<file path="src/rtl/vip_frame_stream_gen.sv">
// vip_frame_stream_gen
//   Test-pattern source for the ISP video stream interface. Produces vsync/href/clken
//   timing and an 8-bit grey pattern in place of the sensor path.
//
//   state     | meaning
//   ----------+------------------------------------------------
//   ST_IDLE   | stopped, outputs low, waiting for enable
//   ST_VSYNC  | V_SYNC lines with vsync high
//   ST_VBACK  | V_BACK blank lines before the active region
//   ST_ACTIVE | IMG_VDISP lines carrying href/clken/Y
//   ST_VFRONT | V_FRONT blank lines, frame_done on the last clk
//
// Ports
//   clk, rst_n          clock, asynchronous active-low reset
//   enable              run request (level); a running frame always completes
//   pattern_sel[1:0]    0 H-ramp, 1 V-ramp, 2 8x8 checker, 3 flat frame_cnt[7:0]
//   post_frame_vsync    frame sync
//   post_frame_href     active-pixel line window
//   post_frame_clken    pixel strobe, Y valid when high
//   post_img_Y[7:0]     pixel value
//   frame_done          one-clk pulse on the last clk of each frame
//   frame_cnt[15:0]     completed-frame count
module vip_frame_stream_gen #(
    parameter logic [10:0] IMG_HDISP = 11'd1024,
    parameter logic [10:0] IMG_VDISP = 11'd768,
    parameter logic [10:0] H_BLANK   = 11'd64,
    parameter logic [10:0] V_SYNC    = 11'd2,
    parameter logic [10:0] V_BACK    = 11'd2,
    parameter logic [10:0] V_FRONT   = 11'd2,
    parameter logic [3:0]  CLKEN_DIV = 4'd1
) (
    input  logic        clk,
    input  logic        rst_n,
    input  logic        enable,
    input  logic [1:0]  pattern_sel,
    output logic        post_frame_vsync,
    output logic        post_frame_href,
    output logic        post_frame_clken,
    output logic [7:0]  post_img_Y,
    output logic        frame_done,
    output logic [15:0] frame_cnt
);

    localparam logic [2:0] ST_IDLE   = 3'd0;
    localparam logic [2:0] ST_VSYNC  = 3'd1;
    localparam logic [2:0] ST_VBACK  = 3'd2;
    localparam logic [2:0] ST_ACTIVE = 3'd3;
    localparam logic [2:0] ST_VFRONT = 3'd4;

    localparam logic [11:0] X_ACT    = {1'b0, IMG_HDISP};
    localparam logic [11:0] X_LAST   = {1'b0, IMG_HDISP} + {1'b0, H_BLANK} - 12'd1;
    localparam logic [3:0]  DIV_LAST = CLKEN_DIV - 4'd1;

    logic [2:0]  state, state_nx;
    logic [3:0]  div_cnt, div_nx;
    logic [11:0] x_cnt, x_nx;
    logic [10:0] line_cnt, line_nx, line_last;
    logic [1:0]  pat_q;
    logic        vsync_nx, href_nx, clken_nx, done_nx;
    logic [7:0]  pix_nx;

    always_comb begin
        case (state)
            ST_VSYNC:  line_last = V_SYNC - 11'd1;
            ST_VBACK:  line_last = V_BACK - 11'd1;
            ST_ACTIVE: line_last = IMG_VDISP - 11'd1;
            default:   line_last = V_FRONT - 11'd1;
        endcase
    end

    // Next counter/state values; the outputs are registered from these so they
    // line up with the counters rather than lagging them by one clk.
    always_comb begin
        state_nx = state;
        div_nx   = div_cnt;
        x_nx     = x_cnt;
        line_nx  = line_cnt;
        if (state == ST_IDLE) begin
            div_nx  = 4'd0;
            x_nx    = 12'd0;
            line_nx = 11'd0;
            if (enable) state_nx = ST_VSYNC;
        end else if (div_cnt == DIV_LAST) begin
            div_nx = 4'd0;
            if (x_cnt == X_LAST) begin
                x_nx = 12'd0;
                if (line_cnt == line_last) begin
                    line_nx = 11'd0;
                    case (state)
                        ST_VSYNC:  state_nx = ST_VBACK;
                        ST_VBACK:  state_nx = ST_ACTIVE;
                        ST_ACTIVE: state_nx = ST_VFRONT;
                        default:   state_nx = enable ? ST_VSYNC : ST_IDLE;
                    endcase
                end else begin
                    line_nx = line_cnt + 11'd1;
                end
            end else begin
                x_nx = x_cnt + 12'd1;
            end
        end else begin
            div_nx = div_cnt + 4'd1;
        end
    end

    always_comb begin
        vsync_nx = (state_nx == ST_VSYNC);
        href_nx  = (state_nx == ST_ACTIVE) && (x_nx < X_ACT);
        clken_nx = href_nx && (div_nx == 4'd0);
        done_nx  = (state_nx == ST_VFRONT) && (div_nx == DIV_LAST) &&
                   (x_nx == X_LAST) && (line_nx == V_FRONT - 11'd1);
        case (pat_q)
            2'd0:    pix_nx = x_nx[7:0];
            2'd1:    pix_nx = line_nx[7:0];
            2'd2:    pix_nx = (x_nx[3] ^ line_nx[3]) ? 8'hFF : 8'h00;
            default: pix_nx = frame_cnt[7:0];
        endcase
    end

    always_ff @(posedge clk or negedge rst_n) begin
        if (!rst_n) begin
            state            <= ST_IDLE;
            div_cnt          <= 4'd0;
            x_cnt            <= 12'd0;
            line_cnt         <= 11'd0;
            pat_q            <= 2'd0;
            post_frame_vsync <= 1'b0;
            post_frame_href  <= 1'b0;
            post_frame_clken <= 1'b0;
            post_img_Y       <= 8'd0;
            frame_done       <= 1'b0;
            frame_cnt        <= 16'd0;
        end else begin
            state            <= state_nx;
            div_cnt          <= div_nx;
            x_cnt            <= x_nx;
            line_cnt         <= line_nx;
            post_frame_vsync <= vsync_nx;
            post_frame_href  <= href_nx;
            post_frame_clken <= clken_nx;
            frame_done       <= done_nx;
            // Pattern is frozen for the whole frame once vsync starts.
            if (state_nx == ST_VSYNC && state != ST_VSYNC) pat_q <= pattern_sel;
            if (clken_nx) post_img_Y <= pix_nx;
            if (done_nx) frame_cnt <= frame_cnt + 16'd1;
        end
    end

endmodule

</file>
<file path="config.mk">
export PLATFORM = sky130hd
export DESIGN_NAME = vip_frame_stream_gen
export DESIGN_NICKNAME = d
export VERILOG_FILES = /design/src/rtl/vip_frame_stream_gen.sv
export SDC_FILE = /design/constraint.sdc
export NUM_CORES = 1
export LEC_CHECK = 0
export ABC_AREA = 1
export BUFFER_PORTS_ARGS = -buffer_cell sky130_fd_sc_hd__buf_2
export CORE_ASPECT_RATIO = 0.8
export CORE_UTILIZATION = 61
export CTS_BUF_LIST = sky130_fd_sc_hd__clkbuf_4 sky130_fd_sc_hd__clkbuf_8
export DETAILED_ROUTE_END_ITERATION = 8
export GPL_ROUTABILITY_DRIVEN = 1
export PLACE_DENSITY = 0.77
export SLEW_MARGIN = 20
export SYNTH_ARGS = -nofsm -noshare
export SYNTH_HDL_FRONTEND = slang
export SYNTH_SLANG_ARGS = --single-unit
</file>
<file path="constraint.sdc">
create_clock -name clk -period 3.1 [get_ports clk]
set_clock_uncertainty 0.05 [all_clocks]
set_input_delay 0.465 -clock clk [delete_from_list [all_inputs] [get_ports clk]]
set_output_delay 0.465 -clock clk [all_outputs]
set_load 0.01 [all_outputs]
</file>
Word level (Yosys, flattened, before mapping)
Index checks and enable logic that the tools add are counted.
- bitwise logic cells: 1
- add/sub/neg operators: 4
- magnitude comparators: 1
- muxes and demuxes: 19
- reduce and logical (&&, ||, !) cells: 10
- equal/unequal tests: 13
- operator list (operator ; count):
    $mux W11 ; 4
    $mux W12 ; 3
    $eq A12 B11 Y1 const B ; 2
    $pmux W8 S3 ; 1
    $add A16 B1 Y16 const B ; 1
    $mux W3 ; 5
    $add A12 B1 Y12 const B ; 1
    $lt A12 B11 Y1 const B ; 1
    $add A11 B1 Y11 const B ; 1
    $eq A11 B1 Y1 const B ; 1
    $eq A11 B11 Y1 ; 1
    $mux W10 ; 1
    $eq A3 B2 Y1 const B ; 3
    $pmux W3 S3 ; 1
    $logic_not A4 Y1 ; 2
    $mux W4 ; 2
    $mux W8 ; 1
    $eq A3 B1 Y1 const B ; 2
    $logic_and A1 B1 Y1 ; 6
    $add A4 B1 Y4 const B ; 1
    $eq A3 B3 Y1 const B ; 1
    $logic_not A3 Y1 ; 1
    $ne A3 B1 Y1 const B ; 1
    $eq A2 B1 Y1 const B ; 1
    other kinds (4) ; 4
- word-level logic and storage cells: 59
- input bits: 5
- register bits: 60

Logic depth before layout (Yosys ltp)
- word-level depth: 11
- mapped depth: 18
- mapped depth without buffers: 17

Worst setup path after synthesis
Ideal clock, no wire load.
- path type: flip-flop to flip-flop
- start: reg div_cnt[0]
- end: reg frame_cnt[5]
- path slack: 0.899 ns
- path buffers: 1
- stages on the path, launching flop included: 17
- data arrival time: 2.034 ns
- cell sequence: dfrtp_1 > inv_1 > ha_1 > nand2_4 > nor2_4 > nand3_2 > nand2_4 > inv_2 > nand3_2 > nand2_1 > nor3_2 > nand2_1 > nor2_8 > nand2_4 > buf_6 > nand2_1 > nand2_1
- word-level cells in the longest chain between the ends: 7
- elaborated cells between the ends (all ways): 17
- RTL lines (element ; line ; source):
    start: declaration ; 55 ; logic [3:0] div_cnt, div_nx;
    start signal: assignment ; 135 ; div_cnt <= div_nx;
    $add A4 B1 Y4 or $logic_not A4 Y1 (tied branches) ; 102, 83 ;
    $mux W4 or $mux W3 (tied branches) ; 83 ; end else if (div_cnt == DIV_LAST) begin
    $mux W4 or $mux W3 (tied branches) ; 78 ; if (state == ST_IDLE) begin
    $logic_not A4 Y1 or $eq A3 B3 Y1 (tied branches) ; 110 ; done_nx = (state_nx == ST_VFRONT) && (div_nx == DIV_LAST) &&
    $logic_and A1 B1 Y1 (2 in a row) ; 110 ;
    $logic_and A1 B1 Y1 * ; 111 ; (x_nx == X_LAST) && (line_nx == V_FRONT - 11'd1);
    end signal: assignment ; 145 ; if (done_nx) frame_cnt <= frame_cnt + 16'd1;
    end: declaration ; 41 ; output logic [15:0] frame_cnt
Mark *: on every way between the ends. The rest lies on a longest branch, timed or not.
A chain may end at the register's enable or synchronous reset.

Worst setup path in the final report
- start: reg div_cnt[0]
- end: reg frame_cnt[2]
- word-level cells in the longest chain between the ends: 7
- elaborated cells between the ends (all ways): 17
- RTL lines (element ; line ; source):
    $logic_not A4 Y1 ; 83 ;
    $mux W3 ; 83 ;
    $mux W3 ; 78 ;
    net state_nx[2] ; 54 ; logic [2:0] state, state_nx;
    $eq A3 B3 Y1 ; 110 ;
    $logic_and A1 B1 Y1 (2 in a row) ; 110 ;
    $logic_and A1 B1 Y1 ; 111 ;
The timed path passes the listed nets, and every way through them passes these cells.

==> reports/qor.txt <==
worst endpoint data arrival time: 2810 ps
Cell Area, Synth: 0.003918 mm²
Reg area: 0.001501 mm²
clock tree root buffer cell: clkbuf_8
sequential element share of the synthesized area: 38.33%
internal power: 0.001301 W
gr busiest metal: met2
drt first-iter violations: 370
post-route minimum period: 2625 ps
initial antenna violation count: 0
share of layout cells above drive strength 1: 16.86%
H-tree depth: 3
most numerous cell in the Yosys netlist: nand2_1
met1 Use GR: 47.10%
final wirelength: 10080 µm
critical-path cell list: inv_1 -> ha_1 -> nand2_4 -> nor2_4 -> nand2_4 -> nor2_8 -> nand3_4 -> o21ai_2 -> nand4_4 -> nor2_8 -> nand2_4 -> nand2_1 -> nand2_1
Cells after Synth: 553
row count: 25
switching pwr: 0.0003298 W
DP Wirelength: 7594 µm
vias per cell: 5.557
GP Congestion: 0.9643
EDFF count, synth: 0
PostCTS Resize Cnt: 0
class of the tightest hold or removal check: in -> async
Clk pwr share: 50.9%
Fin Setup TNS: 0 ps
Sw Share: 20.22%
Die W: 91.60 µm
DRC viols: 0
CP max-delay cell: dfrtp_1
PwrDens: 371.1 mW/mm²
critical path required time: 3280 ps
Slew Viols, Final: 0
core area: 0.006037 mm²
vias in the first global route: 3421
Final period util: 84.67%
Die ar.: 0.006749 mm²
area of the multi-input gates: 0.002078 mm²
M3 GR Usage: 9.420%
clock slew at reported path FFs: 60 ps
Slew headroom: 50.01%
Fillers: 494
Synth Register Bits: 60
TritonCTS buffer count: 9
nets: 604
status: finished clean
DRT Pass-1 Iters: 5
Worst setup SP type: register
Synth top cells by count: nand2_1 (165), nand3_1 (72), nor2_1 (64)
via total after detailed routing: 3779
CTS sink cnt: 60
Syn Area/Cell: 7.084 µm²
Seq pwr share: 48.0%
CTS tree: done
total power: 0.001631 W
ys async rst share: 100.0%
Synth-to-Final Area Change: 12.20%
top-area cell type share of the netlist area: 38.33%
Synth cell types: 32
worst path bufs/invs: 1
max incr delay on CP: 410 ps
combinational power share: 1.1%
Peak VDD IR: 283.8 µV
Crit. End Element: register
P_leak: 2.367 nW
Most common cell on crit path: nand2_4
ant diodes: 0
CP Class: reg -> reg
gr ovfl total: 0
Critical Path Fanout Max: 17
RSZ-0062 raised after global routing: no
largest net degree at the start of global routing: 61
most common flop cell mapped by yosys: dfrtp_1
Setup Viol. Count Final: 0
Post-CTS Setup Bufs: 0
net count after synthesis: 563
Slew @ Worst Pin: 749.9 ps
post-route ant nets: 0
I/O pins: 33
first-pass GRT wire length: 16750 µm
leading area contributor after synthesis: dfrtp_1
met2 usage: 47.79%
cell family with most CP delay: simple AND/OR/NAND/NOR gates
hold_buf cts: 0
Final Hold Vio Count: 0
yosys warns: 0
f_max: 381.0 MHz
Clock Latency Late Sink: 350 ps
synth top area cells: dfrtp_1 (38%), nand2_1 (16%), nand3_1 (9.2%)
drt wl/cell: 14.82 µm
port bufs: 32
Overall Global Routing Usage: 32.72%
initial core utilization: 64.89%
Max Root-Sink Buffers: 2
MaxCap Viol Count: 0
Die Y: 73.68 µm
==> cell type report <==
cell class	instances	area share (%)
Multi-Input combinational cell	409	47.28
Timing Repair Buffer	35	4.156
Sequential cell	60	34.16
Inverter	79	6.746
Tap cell	81	2.306
Clock inverter	4	1.594
Clock buffer	12	3.757
==> per-stage QoR <==
stage | setup slack, ps | cells | hold slack (ps) | utilization, % | instance area, µm²
3_5_place_dp | 518.0 | 664 | 426.6 | 68.91 | 4160
4_1_cts | 489.2 | 680 | 242.0 | 72.81 | 4395
2_1_floorplan | 898.9 | 553 | 119.4 | - | 3918
5_1_grt | 163.5 | 680 | 281.0 | 72.81 | 4395
3_3_place_gp | 543.1 | 664 | 411.4 | 68.91 | 4160
6_report | 475.2 | 680 | 209.4 | 72.81 | 4395
==> power by group through the flow <==
stage          sequential [W]  combinational (W)  clock [W]
2_1_floorplan        0.000798        0.000000376          0
5_1_grt              0.000782          0.0000219   0.000877
3_3_place_gp         0.000797          0.0000192          0
6_report             0.000783          0.0000180   0.000830
3_5_place_dp         0.000797          0.0000197          0
4_1_cts              0.000783          0.0000195   0.000840
==> routing by layer <==
metal / vias up / routed length, µm
met4: 0 / 158
met3: 20 / 934
met5: - / 0
met1: 1726 / 4709
li1: 1822 / -
met2: 211 / 4272
==> flip-flops by register name (all words and copies together) (netlist names) <==
signal / flops
pat_q: 2
x_cnt: 12
frame_cnt: 16
post_frame_href: 1
state: 3
line_cnt: 11
div_cnt: 4
post_frame_vsync: 1
post_frame_clken: 1
frame_done: 1
post_img_Y: 8
==> final timing paths <==
| path | slack, ps | cells past startpoint | end | startpoint |
|---|---|---|---|---|
| hold reg to reg | 440 | 2 | post_img_Y[7] | post_img_Y[7] |
| max in group asynchronous | 2280 | 2 | x_cnt[10] | rst_n |
| setup / recovery | 480 | 13 | frame_cnt[2] | div_cnt[0] |
| min in group clk | 300 | 3 | pat_q[0] | pattern_sel[0] |
| setup reg to reg | 480 | 13 | frame_cnt[2] | div_cnt[0] |
| hold / removal | 210 | 2 | line_cnt[9] | rst_n |
==> worst reg2reg max path, delay by kind of cell, from the launching register on <==
kind	cells	cell delay (ps)
AO/OA/AOI/OAI	1	320
adder cells (fa/ha/maj)	1	180
buffers and inverters	1	70
flip-flops	1	410
AND/OR/NAND/NOR	10	1490
==> cell families (layout without fill, tap and decap cells) <==
logic type / after synthesis / after routing / synth area share, %
AOI/OAI and AO/OA: 21 / 21 / 2.938
xor gates and xnor gates: 19 / 19 / 4.248
adders and majority gates: 5 / 5 / 1.597
buffers and inverters: 84 / 130 / 8.623
DFF: 60 / 60 / 38.33
and+or+nand+nor: 364 / 364 / 44.27
==> placed cells by master (no fill, tap or decap), drive strengths merged, types with 3 or more instances in the layout <==
| master | n |
|---|---|
| nand2 | 173 |
| nor2 | 80 |
| nand3 | 79 |
| inv | 78 |
| dfrtp | 60 |
| buf | 35 |
| o21ai | 17 |
| xor2 | 14 |
| nor3 | 14 |
| clkbuf | 12 |
| nand4 | 12 |
| xnor2 | 5 |
| ha | 5 |
| nand3b | 3 |
| a21oi | 3 |
| clkinv | 3 |
No activity file was read; power rests on OpenSTA's default activity.
